## src/rtl/register.sv

```systemverilog
// -----------------------------------------------------------------------------
// register
// WIDTH-bit storage register with a load enable and an asynchronous clear.
//   clk   : rising-edge clock
//   reset : asynchronous active-high clear; q goes to zero immediately
//   load  : when high at a rising clk edge, d is captured
//   d     : data in, WIDTH bits
//   q     : data out, driven directly from the flops
// The port order is fixed because existing instances connect by position.
// There is no combinational path from d or load to q.
// -----------------------------------------------------------------------------
module register #(
  parameter int WIDTH = 16
) (
  input  logic             clk,
  input  logic             reset,
  input  logic             load,
  input  logic [WIDTH-1:0] d,
  output logic [WIDTH-1:0] q
);

  // Reject unsupported widths at elaboration time.
  // This check is inlined so the block stays a standalone leaf.
  generate
    if (WIDTH < 1 || WIDTH > 64) begin : g_bad_width
      $error("register: WIDTH must lie in 1..64");
    end
  endgenerate

  // Reset has priority over load. An asserted reset clears q without a clk
  // edge, which also discards any load that was pending in that cycle.
  // NOTE: sequential state is assigned with <= so every flop samples
  // pre-edge values. Blocking assignments here would create simulation
  // races with other clocked logic.
  always_ff @(posedge clk or posedge reset) begin
    if (reset) begin
      q <= '0;
    end else if (load) begin
      q <= d;
    end
  end

endmodule : register

```

## config.mk

```make
export PLATFORM = sky130hd
export DESIGN_NAME = register
export DESIGN_NICKNAME = d
export VERILOG_FILES = /design/src/rtl/register.sv
export SDC_FILE = /design/constraint.sdc
export NUM_CORES = 1
export LEC_CHECK = 0
export ABC_CLOCK_PERIOD_IN_PS = 1540
export CORE_MARGIN = 3
export CORE_UTILIZATION = 40
export CTS_CLUSTER_DIAMETER = 50
export DETAILED_ROUTE_END_ITERATION = 12
export HOLD_SLACK_MARGIN = 0.15
export PLACE_DENSITY_LB_ADDON = 0.15
export RECOVER_POWER = 50
export SLEW_MARGIN = 10
export SYNTH_ARGS = -nofsm -noshare
export SYNTH_HDL_FRONTEND = slang
export SYNTH_SLANG_ARGS = --single-unit
export TNS_END_PERCENT = 100
```

## constraint.sdc

```tcl
create_clock -name clk -period 1.54 [get_ports clk]
set_input_delay 0.385 -clock clk [delete_from_list [all_inputs] [get_ports clk]]
set_output_delay 0.385 -clock clk [all_outputs]
set_load 0.01 [all_outputs]
```

==> impl_metrics.py <==
metrics = {
    "worst_setup_path": {
        "critPathArrivalTime_ns": 1.56,
        "worst-setup-path-type": "primary input to flop",
        "path_max_fanout": 8,
        "crit_path_max_incr_delay_ns": 0.54,
        "timing.rr.start": "q[9]",
        "crit_path_start_kind": "primary input",
        "timing.critical_path.cells": "dlygate4sd3_1 > clkbuf_2 > mux2_1",
        "required_time_at_the_worst_slack_endpoint_ns": 1.70,
        "crit_path_top_delay_cell": "sky130_fd_sc_hd__dlygate4sd3_1",
        "r2r.worst_path.cells": 1,
        "r2r-end": "q[9]",
        "r2r_setup_slack_ns": 0.75,
        "worst_setup_path_end_kind": "flop",
        "setup.worst_path.start": "load",
        "capturing_instance_or_port_of_the_critical_path": "q[7]",
    },
    "yosys": {
        "number_of_storage_elements_in_the_synthesis_netlist": 16,
        "synth.yosys.seq_area_share_pct": 61.3,
        "syn-cell-area_um2": 653,
        "yosysUniqueCellTypes": 6,
        "syn_nets": 54,
        "ys.warnings.count": 0,
        "syn_inst": 35,
        "post_synth.cell_area_avg_um2": 18.7,
    },
    "power": {
        "vdd_ir_drop_max_v": 0.000681,
        "design_power_total_w": 0.000949,
        "p_clk_share_pct": 28.1,
        "power_switching_share_pct": 23.3,
        "static-leakage-power_nw": 0.464,
        "net_switching_component_of_the_power_w": 0.000221,
        "power.share.sequential_pct": 50.8,
        "power.combinational.fraction_pct": 21.0,
        "internal-power_w": 0.000728,
        "power_density_mw_per_mm2": 954,
    },
    "run_status": {
        "run_status": "completed",
    },
    "clock_tree": {
        "post_cts.resized_instances": 16,
        "cts_made_buffers": 3,
        "cts_root_buffer": "sky130_fd_sc_hd__clkbuf_4",
        "clock_path_buffers": 2,
        "clk-insertion-delay-late_ns": 0.27,
        "clock_sinks": 16,
        "clkSlewWorstSetupHoldPaths_ns": 0.09,
        "h-tree-depth": 1,
        "cts-hold-fix-buffers": 0,
        "post-cts-setup-buffer-count": 0,
        "cts_tree": "done",
    },
    "sta": {
        "timing.final.crit_period_ns": 1.40,
        "maxSlewViolCount": 0,
        "final.setup.tns_ns": 0,
        "setup_violations": 0,
        "final_hold_viol_count": 0,
        "fin_worst_skew_ns": 0,
        "achievable-frequency_ghz": 0.716,
        "fin_crit_sh_pct": 90.6,
        "worst_pin_slew_ns": 0.844,
        "worst_slew_margin_rel_pct": 43.7,
        "rsz0062_at_grt": "no",
    },
    "layout": {
        "layout.cell_area.non_filler_um2": 995,
        "post-route-util_pct": 70.3,
        "insertedDiodeCount": 0,
        "largestRegisters": "q x16",
        "layout.nets": 94,
        "area.growth.synth_to_final_pct": 52.3,
        "largest_register_ff_count": 16,
        "max_flop_register": "q",
        "drive_gt1_share_pct": 23.0,
    },
    "routing": {
        "via_count": 441,
        "route.detailed.wl_per_inst_um": 17.2,
        "dr.first_iter.drc_count": 1,
        "vias_per_cell": 4.96,
        "drt_pass1_iterations": 2,
        "route.detailed.drc": 0,
        "detail-route-antenna-nets": 0,
        "postRouteWirelength_mm": 1.53,
    },
    "grt": {
        "grt_max_degree": 17,
        "vias_in_the_first_global_route": 508,
        "wire_length_of_the_first_global_routing_pass_mm": 2.46,
        "grt_remaining_overflow": 0,
        "antenna_found_initial": 0,
        "groute.usage.overall_pct": 17.3,
    },
    "placed_design": {
        "numPortBuffers": 34,
        "detailedPlacementHpwl_mm": 1.25,
        "dpl-instance-area_mm2": 0.00100,
        "gp_weighted_congestion": 0.648,
    },
    "worst_hold_path": {
        "hold_path_startpoint": "q[12]",
        "hold-path-cell-count": 1,
        "hold_class": "flop to flop",
    },
    "job": {
        "cap_violations": 0,
    },
    "floorplan": {
        "std_cell_rows": 13,
        "boundaryPins": 35,
        "initial_utilization_pct": 46.2,
        "chipWidth_um": 46.4,
        "design.die.area_mm2": 0.00215,
        "fp.dieH_um": 46.4,
        "floorplan.core_area_mm2": 0.00142,
    },
}
-- stage by stage --
stage	instances	setup WS, ns	hold WS (ns)
after global routing	89	0.0822	0.527
after floorplan	35	0.493	0.299
final	89	0.144	0.505
after CTS	89	0.163	0.420
after global placement	85	0.0235	0.490
after detailed placement	85	0.00785	0.495
-- per-layer routing --
layer	part of all wire (%)	vias to the layer above	wire, µm	global-route usage, %
met5	0	-	0	0
met4	1.8	0	27	9.66
met3	8.8	4	134	4.30
met2	56	20	862	32.1
met1	33	218	506	17.1
li1	-	199	-	-
-- final cells by class --
class	count	area [µm²]
inverter	1	3.75
clock buffer	4	36.3
timing repair buffer	37	337
sequential	16	400
fill	115	420
tap	15	18.8
multi-input combinational	16	199
-- placed cells by master (no fill, tap or decap), drive strengths merged --
| master | synthesis | routed |
|---|---|---|
| dlygate4sd2 | 0 | 16 |
| mux2 | 16 | 16 |
| dfrtp | 16 | 16 |
| clkdlybuf4s50 | 0 | 16 |
| inv | 1 | 1 |
| clkbuf | 0 | 6 |
| buf | 2 | 1 |
| dlygate4sd3 | 0 | 2 |
-- Yosys cell counts --
library cell / count / area [µm²]
sky130_fd_sc_hd__inv_1: 1 / 3.75
sky130_fd_sc_hd__mux2_2: 6 / 67.6
sky130_fd_sc_hd__buf_6: 1 / 11.3
sky130_fd_sc_hd__buf_12: 1 / 20.0
sky130_fd_sc_hd__mux2_4: 10 / 150
sky130_fd_sc_hd__dfrtp_1: 16 / 400
-- power by group through the flow --
| stage | registers (W) | logic [W] | clock network [W] |
|---|---|---|---|
| 3_3_place_gp | 0.000490 | 0.000242 | 0 |
| 5_1_grt | 0.000488 | 0.000214 | 0.000296 |
| 3_5_place_dp | 0.000494 | 0.000248 | 0 |
| 4_1_cts | 0.000484 | 0.000220 | 0.000278 |
| 2_1_floorplan | 0.000511 | 0.0000818 | 0 |
| 6_report | 0.000482 | 0.000200 | 0.000267 |
-- critical path: cells and delay by family --
kind,cells,cell delay [ns]
multiplexers,1,0.36
buffers and inverters,2,0.81
-- kinds of logic (layout without fill, tap and decap cells) --
logic type  count (synthesis)  in the layout  share of synthesized area (%)
mux                        16             16                           33.3
buf+inv                     3             42                           5.36
flops                      16             16                           61.3
-- worst min-delay path by stage --
| stage | slack, ns | end |
|---|---|---|
| after floorplan | 0.30 | q[0] |
| after global placement | 0.49 | q[3] |
| after detailed placement | 0.50 | q[15] |
| after CTS | 0.42 | q[7] |
| after global routing | 0.53 | q[1] |
| final | 0.50 | q[12] |
Power figures use the tool's default switching activity.
